`config.mk`:
```
export PLATFORM = sky130hd
export DESIGN_NAME = multi_speed_ctrl_flat
export DESIGN_NICKNAME = d
export VERILOG_FILES = /design/src/rtl/multi_speed_ctrl_pkg.sv /design/src/rtl/multi_speed_ctrl_if.sv /design/src/rtl/multi_speed_ctrl_speed_ramp.sv /design/src/rtl/multi_speed_ctrl.sv /design/src/flat_wrapper.sv
export SDC_FILE = /design/constraint.sdc
export NUM_CORES = 2
export LEC_CHECK = 0
export ABC_CLOCK_PERIOD_IN_PS = 16329
export CAP_MARGIN = 20
export CORE_MARGIN = 8
export CORE_UTILIZATION = 56
export CTS_CLUSTER_SIZE = 30
export DETAILED_ROUTE_END_ITERATION = 8
export DONT_BUFFER_PORTS = 1
export MAX_ROUTING_LAYER = met4
export PLACE_DENSITY = 0.77
export SYNTH_ARGS = -nofsm -noshare
export SYNTH_HDL_FRONTEND = slang
export SYNTH_HIERARCHICAL = 1
export SYNTH_SLANG_ARGS = --single-unit
```
`constraint.sdc`:
```
create_clock -name clk -period 16.33 [get_ports clk]
set_clock_uncertainty 0.05 [all_clocks]
set_input_delay 3.266 -clock clk [delete_from_list [all_inputs] [get_ports clk]]
set_output_delay 3.266 -clock clk [all_outputs]
set_load 0.02 [all_outputs]
```
`src/rtl/multi_speed_ctrl_pkg.sv`:
```
// Shared types and helpers for the multi-channel serial speed controller:
// parser states, frame delimiters, hex decode and deadband shaping.
package multi_speed_ctrl_pkg;

    typedef enum logic [1:0] {
        PS_IDLE    = 2'd0,
        PS_PAYLOAD = 2'd1,
        PS_CLOSE   = 2'd2
    } parseState_e;

    localparam logic [7:0] ASCII_LBRACK = 8'h5B;
    localparam logic [7:0] ASCII_RBRACK = 8'h5D;

    // Bit 4 flags a valid hex digit, bits 3:0 carry its value.
    function automatic logic [4:0] hexDecode(input logic [7:0] ch);
        logic [4:0] r;
        r = 5'd0;
        if (ch >= 8'h30 && ch <= 8'h39) begin
            r = {1'b1, 4'(ch - 8'h30)};
        end else if (ch >= 8'h61 && ch <= 8'h66) begin
            r = {1'b1, 4'(ch - 8'h57)};
        end else if (ch >= 8'h41 && ch <= 8'h46) begin
            r = {1'b1, 4'(ch - 8'h37)};
        end
        return r;
    endfunction

    function automatic logic signed [7:0] deadband(input logic signed [7:0] c, input int db);
        int ci;
        int m;
        ci = c;
        if (ci < -db) begin
            m = ci + db;
        end else if (ci > db) begin
            m = ci - db;
        end else begin
            m = 0;
        end
        return m[7:0];
    endfunction

endpackage

```
`src/rtl/multi_speed_ctrl_if.sv`:
```
// Receive-path byte stream from the UART into the frame parser.
interface multi_speed_ctrl_if;
    logic       avail;
    logic [7:0] data;

    modport master (output avail, output data);
    modport slave  (input avail, input data);
endinterface

```
`src/rtl/multi_speed_ctrl_speed_ramp.sv`:
```
// One channel: deadband register, max-speed scaling and slew-limited target.
module speed_ramp
    import multi_speed_ctrl_pkg::*;
#(
    parameter int DEADBAND  = 4,
    parameter int RAMP_STEP = 0
) (
    input  logic               clk,
    input  logic               rst_n,
    input  logic               clear_i,
    input  logic [7:0]         cmd_i,
    input  logic signed [31:0] max_spd_i,
    output logic signed [31:0] tgt_spd_o
);
    localparam logic signed [32:0] STEP33 = 33'(RAMP_STEP);
    localparam logic signed [31:0] STEP32 = 32'(RAMP_STEP);

    logic signed [7:0]  mult_q;
    logic signed [31:0] cmd_q;
    logic signed [31:0] tgt_q;
    logic signed [31:0] tgt_d;
    logic signed [39:0] prod;
    logic signed [32:0] diff;

    assign prod = $signed({{8{max_spd_i[31]}}, max_spd_i}) * $signed({{32{mult_q[7]}}, mult_q});

    // 33-bit difference so a full-scale swing cannot wrap the step direction.
    always_comb begin
        diff  = {cmd_q[31], cmd_q} - {tgt_q[31], tgt_q};
        tgt_d = cmd_q;
        if (RAMP_STEP > 0) begin
            if (diff > STEP33) begin
                tgt_d = tgt_q + STEP32;
            end else if (diff < -STEP33) begin
                tgt_d = tgt_q - STEP32;
            end
        end
    end

    always_ff @(posedge clk) begin
        if (!rst_n) begin
            mult_q <= '0;
            cmd_q  <= '0;
            tgt_q  <= '0;
        end else begin
            mult_q <= clear_i ? 8'sd0 : deadband($signed(cmd_i), DEADBAND);
            cmd_q  <= 32'(prod >>> 7);
            tgt_q  <= tgt_d;
        end
    end

    assign tgt_spd_o = tgt_q;
endmodule

```
`src/rtl/multi_speed_ctrl.sv`:
```
// Top level: ASCII hex frame parser feeding NUM_CH speed_ramp channels.
// Optional link watchdog compiled in with MULTI_SPEED_CTRL_WDOG_EN.
module multi_speed_ctrl
    import multi_speed_ctrl_pkg::*;
#(
    parameter int NUM_CH      = 6,
    parameter int GP_BITS     = 16,
    parameter int DEADBAND    = 4,
    parameter int RAMP_STEP   = 0,
    parameter int WDOG_CYCLES = 50_000_000
) (
    input  logic                        clk,
    input  logic                        rst_n,
    multi_speed_ctrl_if.slave           rx,
    input  logic [32*NUM_CH-1:0]        max_spd,
    output logic [32*NUM_CH-1:0]        tgt_spd,
    output logic [GP_BITS-1:0]          gp_out,
    output logic [8*NUM_CH+GP_BITS-1:0] latched_data,
    output logic                        frame_ok,
    output logic                        frame_err,
    output logic                        timeout
);
    localparam int NIB = 2*NUM_CH + GP_BITS/4;
    localparam int PW  = 4*NIB;
    localparam int CW  = $clog2(NIB);
    localparam logic [CW-1:0] LAST_NIB = CW'(NIB-1);

    localparam logic [1:0] IDLE    = PS_IDLE;
    localparam logic [1:0] PAYLOAD = PS_PAYLOAD;
    localparam logic [1:0] CLOSE   = PS_CLOSE;

    logic [1:0]    state_q, state_d;
    logic [CW-1:0] nibCnt_q, nibCnt_d;
    logic [PW-1:0] shift_q, shift_d;
    logic [PW-1:0] latched_q;
    logic          frameOk_q, frameOk_d;
    logic          frameErr_q, frameErr_d;
    logic [4:0]    hex;
    logic          clearMult;

    // A '[' anywhere restarts the payload; only bytes with avail high count.
    always_comb begin
        state_d    = state_q;
        nibCnt_d   = nibCnt_q;
        shift_d    = shift_q;
        frameOk_d  = 1'b0;
        frameErr_d = 1'b0;
        hex        = hexDecode(rx.data);
        if (rx.avail) begin
            if (rx.data == ASCII_LBRACK) begin
                state_d  = PAYLOAD;
                nibCnt_d = '0;
            end else begin
                case (state_q)
                    PAYLOAD: begin
                        if (hex[4]) begin
                            shift_d = {shift_q[PW-5:0], hex[3:0]};
                            if (nibCnt_q == LAST_NIB) begin
                                state_d = CLOSE;
                            end else begin
                                nibCnt_d = nibCnt_q + CW'(1);
                            end
                        end else begin
                            state_d    = IDLE;
                            frameErr_d = 1'b1;
                        end
                    end
                    CLOSE: begin
                        state_d = IDLE;
                        if (rx.data == ASCII_RBRACK) begin
                            frameOk_d = 1'b1;
                        end else begin
                            frameErr_d = 1'b1;
                        end
                    end
                    default: state_d = IDLE;
                endcase
            end
        end
    end

    always_ff @(posedge clk) begin
        if (!rst_n) begin
            state_q    <= IDLE;
            nibCnt_q   <= '0;
            shift_q    <= '0;
            latched_q  <= '0;
            frameOk_q  <= 1'b0;
            frameErr_q <= 1'b0;
        end else begin
            state_q    <= state_d;
            nibCnt_q   <= nibCnt_d;
            shift_q    <= shift_d;
            frameOk_q  <= frameOk_d;
            frameErr_q <= frameErr_d;
            if (frameOk_d) begin
                latched_q <= shift_q;
            end
        end
    end

`ifdef MULTI_SPEED_CTRL_WDOG_EN
    localparam int WW = (WDOG_CYCLES > 1) ? $clog2(WDOG_CYCLES) : 1;
    localparam logic [WW-1:0] WD_LAST = WW'(WDOG_CYCLES-1);

    logic [WW-1:0] wdog_q;
    logic          timeout_q;
    logic          expire;

    // A frame landing on the expiry cycle wins over the timeout.
    assign expire = !timeout_q && !frameOk_d && (wdog_q == WD_LAST);

    always_ff @(posedge clk) begin
        if (!rst_n) begin
            wdog_q    <= '0;
            timeout_q <= 1'b0;
        end else if (frameOk_d) begin
            wdog_q    <= '0;
            timeout_q <= 1'b0;
        end else if (expire) begin
            timeout_q <= 1'b1;
        end else if (!timeout_q) begin
            wdog_q <= wdog_q + WW'(1);
        end
    end

    assign clearMult = expire | timeout_q;
    assign timeout   = timeout_q;
`else
    assign clearMult = 1'b0;
    assign timeout   = 1'b0;
`endif

    for (genvar ch = 0; ch < NUM_CH; ch++) begin : g_ch
        speed_ramp #(
            .DEADBAND  (DEADBAND),
            .RAMP_STEP (RAMP_STEP)
        ) u_ramp (
            .clk       (clk),
            .rst_n     (rst_n),
            .clear_i   (clearMult),
            .cmd_i     (latched_q[PW-1-8*ch -: 8]),
            .max_spd_i (max_spd[32*ch +: 32]),
            .tgt_spd_o (tgt_spd[32*ch +: 32])
        );
    end

    assign latched_data = latched_q;
    assign gp_out       = latched_q[GP_BITS-1:0];
    assign frame_ok     = frameOk_q;
    assign frame_err    = frameErr_q;
endmodule

```
`src/flat_wrapper.sv`:
```
// flat-port wrapper written by rule: the top's interface ports become plain ports
module multi_speed_ctrl_flat import multi_speed_ctrl_pkg::*;
#(
    parameter int NUM_CH      = 6,
    parameter int GP_BITS     = 16,
    parameter int DEADBAND    = 4,
    parameter int RAMP_STEP   = 0,
    parameter int WDOG_CYCLES = 50_000_000
)
  (clk, rst_n, max_spd, tgt_spd, gp_out, latched_data, frame_ok, frame_err, timeout, rx_avail, rx_data);
  multi_speed_ctrl_if rx_i ();
  input  logic clk;
  input  logic rst_n;
  input  logic [32*NUM_CH-1:0] max_spd;
  output logic [32*NUM_CH-1:0] tgt_spd;
  output logic [GP_BITS-1:0] gp_out;
  output logic [8*NUM_CH+GP_BITS-1:0] latched_data;
  output logic frame_ok;
  output logic frame_err;
  output logic timeout;
  input wire logic [$bits(rx_i.avail)-1:0] rx_avail;
  input wire logic [$bits(rx_i.data)-1:0] rx_data;
  assign rx_i.avail = rx_avail;
  assign rx_i.data = rx_data;
  multi_speed_ctrl #(.NUM_CH(NUM_CH), .GP_BITS(GP_BITS), .DEADBAND(DEADBAND), .RAMP_STEP(RAMP_STEP), .WDOG_CYCLES(WDOG_CYCLES)) u_core (.clk(clk), .rst_n(rst_n), .rx(rx_i), .max_spd(max_spd), .tgt_spd(tgt_spd), .gp_out(gp_out), .latched_data(latched_data), .frame_ok(frame_ok), .frame_err(frame_err), .timeout(timeout));
endmodule
```
==> impl_results.md <==
- Clk pwr share: 53.9%
- Yosys warnings: 6
- Peak VDD IR: 78.1 uV
- Port Buffers: 0
- CTS max path bufs: 3
- Tmin final: 7.76 ns
- Root buffer cell: clkbuf_16
- CTS tree: yes
- Final cycle utilization of the critical path: 47.5%
- Die Height: 367 um
- Starting density of the core: 56.5%
- Mapped Avg Cell Area: 9.00 um^2
- Postcts setup bufs: 0
- GR Util All Layers: 26.5%
- FILL cells: 10,420
- Slowest stage cell, crit path: fa_1
- Wirelength, routed: 173,000 um
- Actual slew at the worst max-slew pin: 1.05 ns
- Post-synth EDFFs: 0
- Cells along the critical path: nand2b_1 -> fa_1 -> fa_1 -> inv_1 -> fa_1 -> inv_1 -> fa_1 -> inv_1 -> ha_1 -> and4b_4 -> a2111oi_4 -> o221ai_2 -> a311o_4 -> a41oi_4 -> o221ai_2 -> xor2_1 -> and2_1
- Post-route ant nets: 0
- Peak Freq: 129 MHz
- Mapped Area: 68,800 um^2
- Final Net Count: 9,340
- Synthesized netlist cell count: 7,643
- Most used flip-flop cell after synthesis: dfxtp_1
- H-tree depth: 3
- Synth area leaders: fa_1 34%, dfxtp_1 17%, and2_1 12%, inv_1 8.9%, ha_1 8.4%
- Total power draw: 3.06 mW
- Worst-Skew Late Latency: 0.65 ns
- Post-Synth Simple-Gate Area: 20.5%
- Hold WC Path Type: register to register
- Asr flop ratio synth: 0%
- WL/cell: 18.8 um
- Iteration count of the initial detailed-routing pass: 6
- Layout cells sized above 1: 3.34%
- Status: finished clean
- Final Max Tran Viols: 0
- FF+latch count, synth: 568
- Total die area: 134,000 um^2
- Hpwl dp: 134,000 um
- Power density over cell area: 42.1 nW/um^2
- Hold_buf cts: 0
- Grt ovf: 0
- Setup crit end kind: register
- Post-synthesis sequential area ratio: 16.5%
- CTS sink cnt: 568
- Drc violations: 0
- Cell Count, Final, Fillers Out: 9,192
- RSZ-0062 raised after global routing: false
- Max-Slew Margin vs Limit: 30.2%
- Die width: 367 um
- Detailed Route Iter0 Violations: 2,901
- Area Growth Syn to Fin: 5.66%
- Sw Ratio: 22.4%
- Post-synth top area share: 33.9%
- Post-synthesis compound-gate area fraction: 6.73%
- Flop pwr share: 45.3%
- Initial antenna violation count: 4
- CP Data Arrival Time: 8.22 ns
- DR vias: 49,626
- Synth Area in Adders: 42.3%
- Placed cell count: 9,060
- Vias in the first global route: 52,957
- Crit path largest cell delay: 0.55 ns
- # resized after CTS: 0
- Internal power: 2.37 mW
- Crit path kind: input pin to register
- Combinational share of power: 0.8%
- # setup viols final: 0
- Worst EP required: 16.79 ns
- XOR/XNOR Fraction of Synth Area: 2.11%
- Clk slew on worst S/H paths: 0.06 ns
- RD Place Congestion: 0.929
- Top Ports: 478
- Worst Path Max Fanout: 7
- Largest net degree at the start of global routing: 292
- Post-synth top cells: 1,626 x inv_1, 1,334 x and2_1, 1,164 x fa_1
- Leakage: 36.2 nW
- Count leader, synth: inv_1
- Most used cell, CP: fa_1
- Psw: 0.687 mW
- Hold slack: 0.368 ns
- CP startpoint kind: input pin
- Mean number of vias per cell: 5.40
- CTS buffer count: 69
- Max Cap Viol: 0
- Hold Vio Cnt, Final: 0
- Row cnt: 128
- Final TNS setup: 0 ns
- Global-route wire length before repair: 283,000 um
- Mux contribution to synthesized area: 1.30%
- Main combinational cell family by area after synthesis: adder cells
- Core area: 122,000 um^2
- Leading area contributor after synthesis: fa_1
- Yosys cell types: 113
cell type report:
| cell class | instances | area [um^2] | share of cell area (%) |
|---|---|---|---|
| antenna | 3 | 7.51 | 0.0103 |
| clock buffer | 87 | 1880 | 2.59 |
| clock inverter | 37 | 569 | 0.783 |
| inverter | 1634 | 6140 | 8.44 |
| multi-input combinational | 5187 | 50200 | 69.1 |
| sequential | 568 | 11400 | 15.6 |
| tap | 1625 | 2030 | 2.80 |
| timing repair buffer | 51 | 470 | 0.647 |
flip-flops by register name, summed over array words and instances, names as in the netlist:
name / flops
u_core/g_ch.u_ramp/mult_q: 48
u_core/latched_data: 64
u_core/state_q: 2
u_core/shift_q: 64
u_core/frame_ok: 1
u_core/frame_err: 1
u_core/nibCnt_q: 4
u_core/g_ch.u_ramp/cmd_q: 192
u_core/g_ch.u_ramp/tgt_spd_o: 192
stage by stage:
step / util (%) / worst slack (ns) / cell area, um^2
after floorplan: - / 8.31 / 68800
after global placement: 57.5 / 7.98 / 70100
after detailed placement: 57.5 / 7.97 / 70100
after CTS: 59.5 / 8.66 / 72600
after global routing: 59.7 / 8.30 / 72700
final: 59.7 / 8.57 / 72700
routing by layer:
layer / vias to the layer above / global-route usage (%) / wire [um]
li1: 22799 / - / -
met1: 24751 / 32.9 / 71700
met2: 1727 / 41.9 / 80200
met3: 349 / 6.36 / 14000
met4: 0 / 10.0 / 6830
met5: - / - / 0
layout by cell type, fill, tap and decap left out, drive strengths merged, types with 22 or more instances in the layout:
cell type and n:
inv 1635, o21ai 99, buf 51, o21bai 24, nor2 423, and3 52
fa 1164, nand4 31, xnor2 123, o21a 29, a21o 57, nand2b 66
clkinv 22, clkbuf 87, mux2i 85, ha 462, nand3 59, xor2 43
and2 1339, dfxtp 568, a21oi 247, a211oi 27, nand2 493, nor3 67
a31oi 28
cell families after synthesis:
family | after synthesis
AOI/OAI and AO/OA | 670
muxes | 89
and+or+nand+nor | 2629
adders and majority gates | 1626
xor gates and xnor gates | 166
DFF | 568
buffers and inverters | 1894
other | 1
worst max-delay path, delay by kind of cell:
family | cells | cell delay (ns)
adders and majority gates | 5 | 2.46
buffers and inverters | 3 | 0.15
AOI/OAI and AO/OA | 5 | 1.65
and+or+nand+nor | 3 | 0.53
xor gates and xnor gates | 1 | 0.15
worst paths after layout:
check        slack, ns                             endpoint                            start  cells after the start
min reg2reg       0.37  u_core/g_ch[0].u_ramp/tgt_spd_o[26]  u_core/g_ch[0].u_ramp/cmd_q[26]                      1
max               8.57      u_core/g_ch[1].u_ramp/cmd_q[25]                      max_spd[32]                     17
max reg2reg       9.54      u_core/g_ch[1].u_ramp/cmd_q[25]  u_core/g_ch[1].u_ramp/mult_q[7]                     17
min               0.37  u_core/g_ch[0].u_ramp/tgt_spd_o[26]  u_core/g_ch[0].u_ramp/cmd_q[26]                      1
power groups by stage:
stage / clock network (mW) / registers, mW / logic (mW)
detailed placement: 0 / 1.42 / 0.0246
floorplan: 0 / 1.42 / 0.0270
CTS: 1.70 / 1.39 / 0.0248
global placement: 0 / 1.42 / 0.0242
finish: 1.65 / 1.39 / 0.0246
global route: 1.75 / 1.39 / 0.0271
No activity file was read; power rests on OpenSTA's default activity.
